===== src/rtl/fir_tap_mac_if.sv =====
// Sample, coefficient and result handshake bundle for fir_tap_mac.
// The slave modport is the filter; the master modport is its driver.
interface fir_tap_mac_if #(
    parameter int DW = 12
);
    logic          in_valid;
    logic [DW-1:0] in_data;
    logic          in_ready;
    logic          coef_we;
    logic [3:0]    coef_addr;
    logic [DW-1:0] coef_data;
    logic          out_valid;
    logic [DW-1:0] out_data;
    logic          out_ready;

    modport slave (
        input  in_valid, in_data, coef_we, coef_addr, coef_data, out_ready,
        output in_ready, out_valid, out_data
    );

    modport master (
        output in_valid, in_data, coef_we, coef_addr, coef_data, out_ready,
        input  in_ready, out_valid, out_data
    );
endinterface


===== src/rtl/fir_tap_mac.sv =====
// Serial FIR filter: one multiply-accumulate per cycle over TAPS taps,
// Q1.11 coefficients, DW-bit wrap-around accumulator, valid/ready result.
module fir_tap_mac #(
    parameter int TAPS = 8,
    parameter int DW   = 12
) (
    input  logic          clk,
    input  logic          rst_n,
    fir_tap_mac_if.slave  bus
);
    localparam int AW = (TAPS > 1) ? $clog2(TAPS) : 1;

    localparam logic [1:0] IDLE = 2'd0;
    localparam logic [1:0] MAC  = 2'd1;
    localparam logic [1:0] DONE = 2'd2;

    logic [1:0]             state;
    logic [AW-1:0]          k;
    logic signed [DW-1:0]   acc;
    logic signed [DW-1:0]   x [TAPS];
    logic signed [DW-1:0]   h [TAPS];
    logic [DW-1:0]          out_q;

    logic signed [DW-1:0]   xk, hk, term, sum;
    logic signed [2*DW-1:0] prod;
    logic                   accept, coef_hit;

    assign accept    = (state == IDLE) && bus.in_valid;
    assign coef_hit  = bus.coef_we && (state == IDLE) && (int'(bus.coef_addr) < TAPS);

    assign bus.in_ready  = (state == IDLE);
    assign bus.out_valid = (state == DONE);
    assign bus.out_data  = out_q;

    // Product keeps bits [DW+10:11] of the full product: truncating, no saturation.
    always_comb begin
        xk   = x[k];
        hk   = h[k];
        prod = (2*DW)'(xk) * (2*DW)'(hk);
        term = DW'(prod >>> 11);
        sum  = acc + term;
    end

    always_ff @(posedge clk or negedge rst_n) begin
        if (!rst_n) begin
            state <= IDLE;
            k     <= '0;
            acc   <= '0;
            out_q <= '0;
        end else begin
            case (state)
                IDLE: begin
                    if (bus.in_valid) begin
                        k     <= '0;
                        acc   <= '0;
                        state <= MAC;
                    end
                end
                MAC: begin
                    acc <= sum;
                    k   <= k + AW'(1);
                    if (k == AW'(TAPS - 1)) begin
                        out_q <= sum;
                        state <= DONE;
                    end
                end
                DONE: begin
                    if (bus.out_ready) state <= IDLE;
                end
                default: state <= IDLE;
            endcase
        end
    end

    always_ff @(posedge clk or negedge rst_n) begin
        if (!rst_n) begin
            for (int unsigned i = 0; i < TAPS; i++) begin
                x[i] <= '0;
                h[i] <= '0;
            end
        end else begin
            if (accept) begin
                x[0] <= $signed(bus.in_data);
                for (int unsigned i = 1; i < TAPS; i++) x[i] <= x[i-1];
            end
            // Coefficient write lands alongside an accept; tap 0 reads it next cycle.
            if (coef_hit) h[bus.coef_addr[AW-1:0]] <= $signed(bus.coef_data);
        end
    end
endmodule


===== src/flat_wrapper.sv =====
// flat-port wrapper written by rule: the top's interface ports become plain ports
module fir_tap_mac_flat 
#(
    parameter int TAPS = 8,
    parameter int DW   = 12
)
  (clk, rst_n, bus_in_valid, bus_in_data, bus_coef_we, bus_coef_addr, bus_coef_data, bus_out_ready, bus_in_ready, bus_out_valid, bus_out_data);
  fir_tap_mac_if #(.DW(DW)) bus_i ();
  input  logic clk;
  input  logic rst_n;
  input wire logic [$bits(bus_i.in_valid)-1:0] bus_in_valid;
  input wire logic [$bits(bus_i.in_data)-1:0] bus_in_data;
  input wire logic [$bits(bus_i.coef_we)-1:0] bus_coef_we;
  input wire logic [$bits(bus_i.coef_addr)-1:0] bus_coef_addr;
  input wire logic [$bits(bus_i.coef_data)-1:0] bus_coef_data;
  input wire logic [$bits(bus_i.out_ready)-1:0] bus_out_ready;
  output wire logic [$bits(bus_i.in_ready)-1:0] bus_in_ready;
  output wire logic [$bits(bus_i.out_valid)-1:0] bus_out_valid;
  output wire logic [$bits(bus_i.out_data)-1:0] bus_out_data;
  assign bus_i.in_valid = bus_in_valid;
  assign bus_i.in_data = bus_in_data;
  assign bus_i.coef_we = bus_coef_we;
  assign bus_i.coef_addr = bus_coef_addr;
  assign bus_i.coef_data = bus_coef_data;
  assign bus_i.out_ready = bus_out_ready;
  assign bus_in_ready = bus_i.in_ready;
  assign bus_out_valid = bus_i.out_valid;
  assign bus_out_data = bus_i.out_data;
  fir_tap_mac #(.TAPS(TAPS), .DW(DW)) u_core (.clk(clk), .rst_n(rst_n), .bus(bus_i));
endmodule

===== config.mk =====
export PLATFORM = sky130hd
export DESIGN_NAME = fir_tap_mac_flat
export DESIGN_NICKNAME = d
export VERILOG_FILES = /design/src/rtl/fir_tap_mac_if.sv /design/src/rtl/fir_tap_mac.sv /design/src/flat_wrapper.sv
export SDC_FILE = /design/constraint.sdc
export NUM_CORES = 1
export LEC_CHECK = 0
export ABC_CLOCK_PERIOD_IN_PS = 18100
export CORE_ASPECT_RATIO = 0.5
export CORE_MARGIN = 2
export CORE_UTILIZATION = 50
export CTS_CLUSTER_SIZE = 16
export DETAILED_ROUTE_END_ITERATION = 6
export GPL_ROUTABILITY_DRIVEN = 0
export GPL_TIMING_DRIVEN = 0
export PLACE_DENSITY = 0.67
export SKIP_CTS_REPAIR_TIMING = 1
export SYNTH_ARGS = -nofsm -noshare
export SYNTH_HDL_FRONTEND = slang
export SYNTH_SLANG_ARGS = --single-unit

===== constraint.sdc =====
create_clock -name clk -period 18.1 [get_ports clk]
set_input_delay 4.525 -clock clk [delete_from_list [all_inputs] [get_ports clk]]
set_output_delay 4.525 -clock clk [all_outputs]
set_load 0.05 [all_outputs]

==> summary.md <==
| Metric | Value |
|---|---|
| Run status | complete, no violations |
| Full die area | 31520 µm² |
| P&R area growth vs syn | 11.63% |
| CTS buffer count | 23 |
| M2 GR Usage | 0.3903 |
| Synth top area share | 0.3683 |
| 1st-pass router iterations | 5 |
| CORE AREA | 29290 µm² |
| Headroom to the max-slew limit | 0.3259 |
| Dpl hpwl | 26.81 mm |
| Layout cells sized above 1 | 0.1394 |
| Most frequent cells in the layout | nand2_1, dfrtp_1, inv_1 |
| Crit-path max cell delay | 0.68 ns |
| Tot GR Track Use | 0.2390 |
| Asr flop ratio synth | 1.000 |
| Gr ovfl total | 0 |
| Number of global-route vias before repair | 11102 |
| DRC errors left | 0 |
| Clk_skew | 0.01173 ns |
| Final setup viols | 0 |
| RSZ-0062 raised after global routing | false |
| Max Slew Vio Count | 0 |
| Nature of the critical path startpoint | flop |
| Leading cell type in the layout, fill and taps excluded | nand2_1 |
| IO Count | 47 |
| Clock buffer depth | 3 |
| Antenna Nets Post-Route | 0 |
| WP data required | 18.50 ns |
| CP arrival | 10.08 ns |
| Clock transition at path regs | 0.06 ns |
| Period utilization | 0.5350 |
| Global-route wire length before repair | 58.89 mm |
| CTS tree | yes |
| Synth Instances | 1411 |
| Vias/cell | 5.483 |
| Routed WL | 35.48 mm |
| Cell Rows | 44 |
| Gr busiest metal | met2 |
| DR iter-0 viols | 800 |
| CP Class | reg2reg |
| Synth Area per Inst | 10.64 µm² |
| Worst setup EP type | flop |
| Sum Neg Setup Slack | 0 ns |
| Clock latency on the worst-skew pair | 0.54 ns |
| Hold crit path type | reg2reg |
| Synth Net Count | 1637 |
| GR Util met1 | 0.3340 |
| Area leader, netlist | dfrtp_1 |
| Initial core utilization | 0.5127 |
| Die height | 126.5 µm |
| Synth area leaders | dfrtp_1, fa_1, nand2_1 |
| TritonCTS Sinks | 221 |
| Critical path's slowest cell | clkbuf_1 |
| Netlist cell types | 46 |
| Largest net degree at the start of global routing | 133 |
| Max frequency | 103.3 MHz |
| Worst Path Buf+Inv | 7 |
| Final Hold Violating Endpoints | 0 |
| Die width | 249.1 µm |
| Seq cells post-synth | 221 |
| M3 GR Usage | 0.04740 |
| CP Max Fanout | 10 |
| Antenna violations before repair | 1 |
| CP delay by family, top | adder cells |
| Mapped Area | 15020 µm² |
| Reg2Reg Setup Slack | 8.42 ns |
| Fillers | 2524 |
| H-tree levels | 1 |
| Yosys warning count | 0 |
| Via count | 10368 |
| Register area share after synthesis | 0.3683 |
| IO buf count | 46 |
| Top FF cell, synth | dfrtp_1 |
| Crit path top cell by count | fa_1 |
| EDFF count, synth | 0 |
| Worst-Margin Slew | 0.9830 ns |
| Fin crit period | 9.684 ns |
| Layout Nets | 1709 |
| Routed length per instance | 18.76 µm |
| Max-cap viol count | 0 |
| Root buffer cell | clkbuf_16 |
-- cells by family after synthesis --
| kind of cell | Yosys count | share of synthesized area |
|---|---|---|
| AND/OR/NAND/NOR | 510 | 0.1380 |
| flip-flops | 221 | 0.3683 |
| buffers and inverters | 219 | 0.05591 |
| adder cells (fa/ha/maj) | 193 | 0.2273 |
| multiplexers | 173 | 0.1673 |
| AO/OA/AOI/OAI | 67 | 0.02683 |
| XOR/XNOR | 28 | 0.01633 |
-- worst paths after layout --
path | depth (start not counted) | startpoint | end
max | 32 | u_core.k[1] | u_core.acc[11]
min | 2 | u_core.bus.out_data[4] | u_core.bus.out_data[4]
max in group asynchronous | 2 | rst_n | u_core.h[23]
min reg2reg | 2 | u_core.bus.out_data[4] | u_core.bus.out_data[4]
max reg2reg | 32 | u_core.k[1] | u_core.acc[11]
min in group asynchronous | 1 | rst_n | u_core.x[52]
-- synthesized netlist by cell type (6+ instances only) --
library cell,instances
nand2_1,391
nor2b_1,8
xor2_1,7
mux2_2,115
o21ai_0,31
nand3_1,15
xnor2_1,21
mux2i_1,8
a21oi_1,9
nor2_1,50
and2_1,18
ha_1,60
buf_1,6
fa_1,133
clkbuf_1,49
dfrtp_1,221
nand2b_1,11
inv_1,157
a21o_1,7
mux4_2,45
-- sequential cells by signal (all words and copies together), names as in the netlist --
| register | count |
|---|---|
| u_core.x | 96 |
| u_core.k | 3 |
| u_core.h | 96 |
| u_core.bus.out_data | 12 |
| u_core.acc | 12 |
| u_core.state | 2 |
-- metal layers --
layer | vias to the layer above | routed length (µm) | part of all wire
met1 | 5346 | 15700 | 0.44
met2 | 319 | 16400 | 0.46
met4 | 0 | 718 | 0.020
met5 | - | 0 | 0
li1 | 4660 | - | -
met3 | 43 | 2657 | 0.075
-- per-stage QoR --
stage / hold slack, ns / cells / setup WS, ns / instance area (µm²) / utilization
3_5_place_dp: 0.4610 / 1849 / 8.526 / 16000 / 0.5462
4_1_cts: 0.4790 / 1890 / 8.470 / 16760 / 0.5722
3_3_place_gp: 0.4522 / 1848 / 3.780 / 15970 / 0.5451
5_1_grt: 0.5077 / 1891 / 7.910 / 16760 / 0.5723
6_report: 0.4796 / 1891 / 8.416 / 16760 / 0.5723
2_1_floorplan: 0.4406 / 1411 / 10.10 / 15020 / -
-- worst register-to-register path, delay by kind of cell, from the launching register on --
family | cells | cell delay [ns]
buffers and inverters | 7 | 2.22
AO/OA/AOI/OAI | 8 | 1.52
flip-flops | 1 | 0.53
XOR/XNOR | 3 | 0.58
multiplexers | 2 | 0.62
adder cells (fa/ha/maj) | 7 | 3.25
AND/OR/NAND/NOR | 5 | 0.81
-- area by class of cell --
cell class | instances | area (µm²) | area share
plain buffers | 62 | 250.2 | 0.01493
well taps | 391 | 489.2 | 0.02919
flip-flops and latches | 221 | 5530 | 0.3299
repair buffers | 47 | 493.0 | 0.02941
clock inverters | 7 | 85.08 | 0.005076
diodes | 1 | 2.502 | 0.0001493
clock buffers | 34 | 676.9 | 0.04038
multi-input cells | 971 | 8646 | 0.5158
inverters | 157 | 589.3 | 0.03516
Power is left out: the tool's default activity adds up to more than one toggle a clock period on the data nets, which glitch-free logic cannot reach.
